## config.mk

```make
export PLATFORM = sky130hd
export DESIGN_NAME = matmul_addr_seq
export DESIGN_NICKNAME = d
export VERILOG_FILES = /design/src/rtl/matmul_pkg.sv /design/src/rtl/matmul_addr_seq_loop_counter.sv /design/src/rtl/matmul_addr_seq.sv
export SDC_FILE = /design/constraint.sdc
export NUM_CORES = 1
export LEC_CHECK = 0
export CAP_MARGIN = 20
export CORE_MARGIN = 3
export CORE_UTILIZATION = 57
export DETAILED_ROUTE_END_ITERATION = 12
export PLACE_DENSITY = 0.87
export SETUP_SLACK_MARGIN = 0.5
export SLEW_MARGIN = 20
export SYNTH_ARGS = -nofsm -noshare
export SYNTH_HDL_FRONTEND = slang
export SYNTH_SLANG_ARGS = --single-unit
export TNS_END_PERCENT = 100
```

## constraint.sdc

```tcl
create_clock -name clock -period 7.5 [get_ports clock]
set_input_delay 1.5 -clock clock [delete_from_list [all_inputs] [get_ports clock]]
set_output_delay 1.5 -clock clock [all_outputs]
set_load 0.05 [all_outputs]
```

## src/rtl/matmul_pkg.sv

```systemverilog
// Shared types for the matmul address sequencer: FSM states, configuration record
// and default widths.
package matmul_pkg;

  localparam int ADDR_W_DEF = 16;
  localparam int DIM_W_DEF  = 8;

  typedef enum logic [1:0] {
    IDLE = 2'd0,
    RUN  = 2'd1,
    FIN  = 2'd2
  } state_t;

  typedef struct packed {
    logic [DIM_W_DEF-1:0]  dim_m;
    logic [DIM_W_DEF-1:0]  dim_n;
    logic [DIM_W_DEF-1:0]  dim_p;
    logic [ADDR_W_DEF-1:0] base_a;
    logic [ADDR_W_DEF-1:0] base_b;
    logic [ADDR_W_DEF-1:0] base_d;
  } cfg_t;

endpackage

```

## src/rtl/matmul_addr_seq_loop_counter.sv

```systemverilog
// Wrapping loop counter: adds step on enable, returns to init once cnt+step reaches limit.
// Exposes the value it will hold after the next edge so callers can register derived outputs.
module loop_counter #(
  parameter int W = 9
) (
  input  logic         clock,
  input  logic         reset_n,
  input  logic         load,
  input  logic         en,
  input  logic [W-1:0] init,
  input  logic [W-1:0] step,
  input  logic [W-1:0] limit,
  output logic [W-1:0] nxt,
  output logic         wrap
);

  logic [W-1:0] cnt;
  logic [W:0]   sum;

  // One extra bit so cnt+step never aliases below the limit.
  assign sum  = {1'b0, cnt} + {1'b0, step};
  assign wrap = (sum >= {1'b0, limit});

  always_comb begin
    nxt = cnt;
    if (load)    nxt = init;
    else if (en) nxt = wrap ? init : sum[W-1:0];
  end

  always_ff @(posedge clock or negedge reset_n) begin
    if (!reset_n) cnt <= '0;
    else          cnt <= nxt;
  end

endmodule

```

## src/rtl/matmul_addr_seq.sv

```systemverilog
// Walks the i/j/k loop nest of D = A x B for one core's interleaved rows and emits A/B/D
// addresses under valid/ready. Optional stall counter enabled by ADDR_SEQ_PERF_EN.
module matmul_addr_seq
  import matmul_pkg::*;
#(
  parameter int ADDR_W    = ADDR_W_DEF,
  parameter int DIM_W     = DIM_W_DEF,
  parameter int NUM_CORES = 4,
  parameter int CORE_ID   = 0
) (
  input  logic              clock,
  input  logic              reset_n,
  input  logic              start,
  input  logic [DIM_W-1:0]  dim_m,
  input  logic [DIM_W-1:0]  dim_n,
  input  logic [DIM_W-1:0]  dim_p,
  input  logic [ADDR_W-1:0] base_a,
  input  logic [ADDR_W-1:0] base_b,
  input  logic [ADDR_W-1:0] base_d,
  output logic              addr_valid,
  input  logic              addr_ready,
  output logic [ADDR_W-1:0] addr_a,
  output logic [ADDR_W-1:0] addr_b,
  output logic [ADDR_W-1:0] addr_d,
  output logic              acc_first,
  output logic              acc_last,
  output logic              busy,
  output logic              done,
  output logic [31:0]       stall_cnt
);

  localparam int CW = DIM_W + 1;
  localparam logic [CW-1:0]     CID_C = CW'(CORE_ID);
  localparam logic [CW-1:0]     NC_C  = CW'(NUM_CORES);
  localparam logic [ADDR_W-1:0] CID_A = ADDR_W'(CORE_ID);
  localparam logic [ADDR_W-1:0] NC_A  = ADDR_W'(NUM_CORES);

  state_t            state;
  logic [CW-1:0]     m_q, n_q, p_q, n_cur;
  logic [ADDR_W-1:0] ba_q, bb_q, bd_q, ba, bb, bd;
  logic [ADDR_W-1:0] step_a, step_d, row_a, row_d, col_b, row_a_n, row_d_n, col_b_n;
  logic [CW-1:0]     k_n, j_n, i_n;
  logic              k_wrap, j_wrap, i_wrap;
  logic              load, adv, row_adv, fin_run, degen;

  assign load    = (state == IDLE) && start;
  assign adv     = addr_valid && addr_ready;
  assign row_adv = adv && k_wrap && j_wrap;
  assign fin_run = row_adv && i_wrap;
  // On load i_n is CORE_ID, so this also covers dim_m == 0.
  assign degen   = (dim_n == '0) || (dim_p == '0) || (i_n >= {1'b0, dim_m});

  loop_counter #(.W(CW)) u_k (
    .clock(clock), .reset_n(reset_n), .load(load), .en(adv),
    .init('0), .step(CW'(1)), .limit(n_q), .nxt(k_n), .wrap(k_wrap)
  );
  loop_counter #(.W(CW)) u_j (
    .clock(clock), .reset_n(reset_n), .load(load), .en(adv && k_wrap),
    .init('0), .step(CW'(1)), .limit(p_q), .nxt(j_n), .wrap(j_wrap)
  );
  loop_counter #(.W(CW)) u_i (
    .clock(clock), .reset_n(reset_n), .load(load), .en(row_adv),
    .init(CID_C), .step(NC_C), .limit(m_q), .nxt(i_n), .wrap(i_wrap)
  );

  assign n_cur = load ? {1'b0, dim_n} : n_q;
  assign ba    = load ? base_a : ba_q;
  assign bb    = load ? base_b : bb_q;
  assign bd    = load ? base_d : bd_q;

  // Row/column offsets advance incrementally; only constant products appear at load.
  always_comb begin
    row_a_n = row_a;
    row_d_n = row_d;
    col_b_n = col_b;
    if (load) begin
      row_a_n = CID_A * ADDR_W'(dim_n);
      row_d_n = CID_A * ADDR_W'(dim_p);
      col_b_n = '0;
    end else if (adv) begin
      col_b_n = k_wrap ? '0 : col_b + ADDR_W'(p_q);
      if (row_adv) begin
        row_a_n = row_a + step_a;
        row_d_n = row_d + step_d;
      end
    end
  end

  always_ff @(posedge clock) begin
    row_a <= row_a_n;
    row_d <= row_d_n;
    col_b <= col_b_n;
    if (load) begin
      m_q    <= {1'b0, dim_m};
      n_q    <= {1'b0, dim_n};
      p_q    <= {1'b0, dim_p};
      ba_q   <= base_a;
      bb_q   <= base_b;
      bd_q   <= base_d;
      step_a <= NC_A * ADDR_W'(dim_n);
      step_d <= NC_A * ADDR_W'(dim_p);
    end
  end

  always_ff @(posedge clock or negedge reset_n) begin
    if (!reset_n) begin
      state      <= IDLE;
      addr_valid <= 1'b0;
      busy       <= 1'b0;
      done       <= 1'b0;
      addr_a     <= '0;
      addr_b     <= '0;
      addr_d     <= '0;
      acc_first  <= 1'b0;
      acc_last   <= 1'b0;
    end else begin
      done <= 1'b0;
      if (load || (adv && !fin_run)) begin
        addr_a    <= ba + row_a_n + ADDR_W'(k_n);
        addr_b    <= bb + col_b_n + ADDR_W'(j_n);
        addr_d    <= bd + row_d_n + ADDR_W'(j_n);
        acc_first <= (k_n == '0);
        acc_last  <= ((k_n + CW'(1)) == n_cur);
      end
      case (state)
        IDLE: if (start) begin
          if (degen) begin
            state <= FIN;
          end else begin
            state      <= RUN;
            addr_valid <= 1'b1;
            busy       <= 1'b1;
          end
        end
        RUN: if (fin_run) begin
          state      <= FIN;
          addr_valid <= 1'b0;
          busy       <= 1'b0;
        end
        FIN: begin
          state <= IDLE;
          done  <= 1'b1;
        end
        default: state <= IDLE;
      endcase
    end
  end

`ifdef ADDR_SEQ_PERF_EN
  function automatic logic [31:0] sat_inc(input logic [31:0] v);
    return (v == '1) ? v : v + 32'd1;
  endfunction

  always_ff @(posedge clock or negedge reset_n) begin
    if (!reset_n)                      stall_cnt <= '0;
    else if (load)                     stall_cnt <= '0;
    else if (addr_valid && !addr_ready) stall_cnt <= sat_inc(stall_cnt);
  end
`else
  assign stall_cnt = '0;
`endif

endmodule

```

==> impl_metrics.env <==
export IMPL_leakage_uw=0.00709
export IMPL_rr_endpoint="addr_b[15]$_DFFE_PN0P_"
export IMPL_start_util=0.584
export IMPL_drv_slew=0
export IMPL_ant_nets=0
export IMPL_die_h_um=156
export IMPL_finalSetupViolCount=0
export IMPL_netlist_area_um2=12800
export IMPL_grt_util_met3=0.0413
export IMPL_h_tree_depth=1
export IMPL_synth_top_area_frac=0.164
export IMPL_crit_fanout=8
export IMPL_status="completed"
export IMPL_grt_max_degree=97
export IMPL_first_pass_iters=5
export IMPL_num_rows=54
export IMPL_root_buffer="clkbuf_16"
export IMPL_synth_edff_count=24
export IMPL_antenna_found_initial=0
export IMPL_ys_types=78
export IMPL_ctsResizeCount=0
export IMPL_die_area_um2=24300
export IMPL_drt_iter0_drc=600
export IMPL_skew_ns=0.0170
export IMPL_grt_pass1_vias=10300
export IMPL_async_reset_ff_frac=0.386
export IMPL_synth_area_top_cells="dfxtp_1, dfrtp_1, ha_1, nand2_1, edfxtp_1"
export IMPL_ys_flop_type="dfxtp_1"
export IMPL_power_density_nw_per_um2=492
export IMPL_holdPathEnd="ba_q[12]$_DFF_P_"
export IMPL_wl_per_cell_um=17.0
export IMPL_arrival_ns=6.91
export IMPL_reg2regPathDepth=27
export IMPL_crit_type="reg2reg"
export IMPL_min_period_ns=6.53
export IMPL_tightest_slew_ns=0.819
export IMPL_rsz0062_at_grt="no"
export IMPL_grt_met2_usage=0.430
export IMPL_fmax_ghz=0.153
export IMPL_ys_seq_area_frac=0.378
export IMPL_cts_buffers_inserted=23
export IMPL_io_buffer_count=128
export IMPL_diodes=0
export IMPL_endpoint_kind="flop"
export IMPL_place_hpwl_um=22500
export IMPL_slowest_stage="dfrtp_1"
export IMPL_cts_sinks=210
export IMPL_core_area_um2=22000
export IMPL_synth_seq_cells=210
export IMPL_slowest_delay_ns=0.51
export IMPL_cp_start_kind="flop"
export IMPL_final_net_count=1752
export IMPL_r2r_slack_ns=0.97
export IMPL_vias_per_cell=5.58
export IMPL_use_met1=0.343
export IMPL_cp_top_family="compound AO/OA/AOI/OAI gates"
export IMPL_grt_total_usage=0.255
export IMPL_hp_class="reg2reg"
export IMPL_hold_start="ba_q[12]$_DFF_P_"
export IMPL_busiest_layer="met2"
export IMPL_whs_ns=0.462
export IMPL_clk_latency_ns=0.52
export IMPL_drc=0
export IMPL_area_growth_syn_to_layout_pct=17.2
export IMPL_finalCritPeriodShare=0.870
export IMPL_ys_warn_count=0
export IMPL_overflow=0
export IMPL_boundaryPins=161
export IMPL_drv_cap=0
export IMPL_die_width_um=156
export IMPL_finalWirelength_um=31000
export IMPL_critPathBufInv=2
export IMPL_vias=10200
export IMPL_holdPathStages=2
export IMPL_clockBufferDepth=3
export IMPL_hold_violations=0
export IMPL_grt_pass1_wl_um=50600
export IMPL_final_layout_size_suffix_gt1_frac=0.0507
export IMPL_vdd_drop_max_uv=379
export IMPL_synth_largest_area_cell="dfxtp_1"
export IMPL_synthCells=1402
export IMPL_timing_rr_start="u_k.cnt[0]$_DFF_PN0_"
export IMPL_clk_pin_slew_ns=0.06
export IMPL_gp_congestion=0.908
export IMPL_synth_avg_cell_area_um2=9.15
export IMPL_setup_tns_final_ns=0
export IMPL_cts_tree="built"
export IMPL_relSlewSlack=0.454
export IMPL_required_ns=7.88
export IMPL_hold_buffers=0
-- registers in the layout, indices dropped and copies added (netlist names), 9 cells and up --
name and count:
addr_b 16, row_a 16, bd_q 16, row_d 16, u_i.cnt 9, ba_q 16, col_b 16, addr_a 16
u_j.cnt 9, bb_q 16, addr_d 16, n_q 9, u_k.cnt 9
-- worst max-delay path by stage --
stage,startpoint,endpoint,slack [ns],cells after the start
2_1_floorplan,start,addr_b[15]$_DFFE_PN0P_,1.0,22
3_3_place_gp,addr_ready,addr_a[14]$_DFFE_PN0P_,1.15,19
3_5_place_dp,addr_ready,addr_a[14]$_DFFE_PN0P_,0.86,20
4_1_cts,u_k.cnt[0]$_DFF_PN0_,addr_a[14]$_DFFE_PN0P_,0.87,24
5_1_grt,u_k.cnt[0]$_DFF_PN0_,addr_d[15]$_DFFE_PN0P_,0.59,26
6_report,u_k.cnt[0]$_DFF_PN0_,addr_b[15]$_DFFE_PN0P_,0.97,27
-- layout by cell type (no fill, tap or decap), drive strengths merged, types with 12 or more instances in the layout --
cell type      instances
ha                   122
conb                  32
xnor2                 56
o21a                  13
nand2b                14
nor3                  22
dfxtp                105
nand2                242
a21o                  20
a21oi                 65
or3                   15
clkbuf                33
o21ai                 89
nor2                 100
nand3                 25
dfrtp                 81
clkdlybuf4s50        127
fa                    33
xor2                  48
edfxtp                24
inv                  109
nor2b                 12
-- where the power goes --
part           total [µW]  switching [µW]  internal [µW]  leakage (µW)
registers            1820             237           1580       0.00211
logic                4380            2670           1710       0.00459
clock network        1200             460            735      0.000386
-- routing by layer --
metal  up-vias  part of all wire
met5         -                 0
met4         0             0.021
met3        56             0.069
met2       372              0.48
met1      4811              0.43
li1       4913                 -
-- cell families after synthesis --
| logic type | synth area share |
|---|---|
| XOR/XNOR | 0.0777 |
| AND/OR/NAND/NOR | 0.165 |
| AO/OA/AOI/OAI | 0.129 |
| flip-flops | 0.378 |
| buffers and inverters | 0.0651 |
| other | 0.000292 |
| adder cells (fa/ha/maj) | 0.171 |
| multiplexers | 0.0139 |
-- worst min-delay path: stages (launching register included) --
cell and delay, ns:
dfxtp_1 0.30, nand2_1 0.04, nand2_1 0.08
-- cell usage after synthesis, types with 20 or more instances --
library cell  instances
ha_1                122
nand3_1              24
dfxtp_1             105
edfxtp_1             24
inv_1               104
xnor2_1              54
a21o_1               20
a21oi_1              61
buf_4                35
o21ai_0              75
nor3_1               20
fa_1                 33
xor2_1               48
dfrtp_1              81
nand2_1             242
nor2_1               99
-- timing repair --
action                                  in CTS  in global routing
endpoints found under the setup margin       0                  2
buffers inserted                             0                  2
endpoints found under the hold margin        0                  0
-- per-stage QoR --
step,power [µW],setup slack [ns],std cells,util,cell area [µm²]
floorplan,4990,0.998,1433,-,12900
detailed placement,6120,0.857,1774,0.648,14200
global route,7950,0.587,1818,0.685,15000
global placement,5970,1.15,1774,0.648,14200
CTS,7380,0.866,1816,0.684,15000
finish,7390,0.975,1818,0.685,15000
-- final cells by class --
class                           instances  area [µm²]
Sequential cell                       210        4850
Timing Repair Buffer                  137        1380
Multi-Input combinational cell       1042        7270
Clock inverter                          9         150
Clock buffer                           33         643
Tap cell                              280         350
Fill cell                            1634        6920
Inverter                              107         404
No activity file was read; power rests on OpenSTA's default activity.
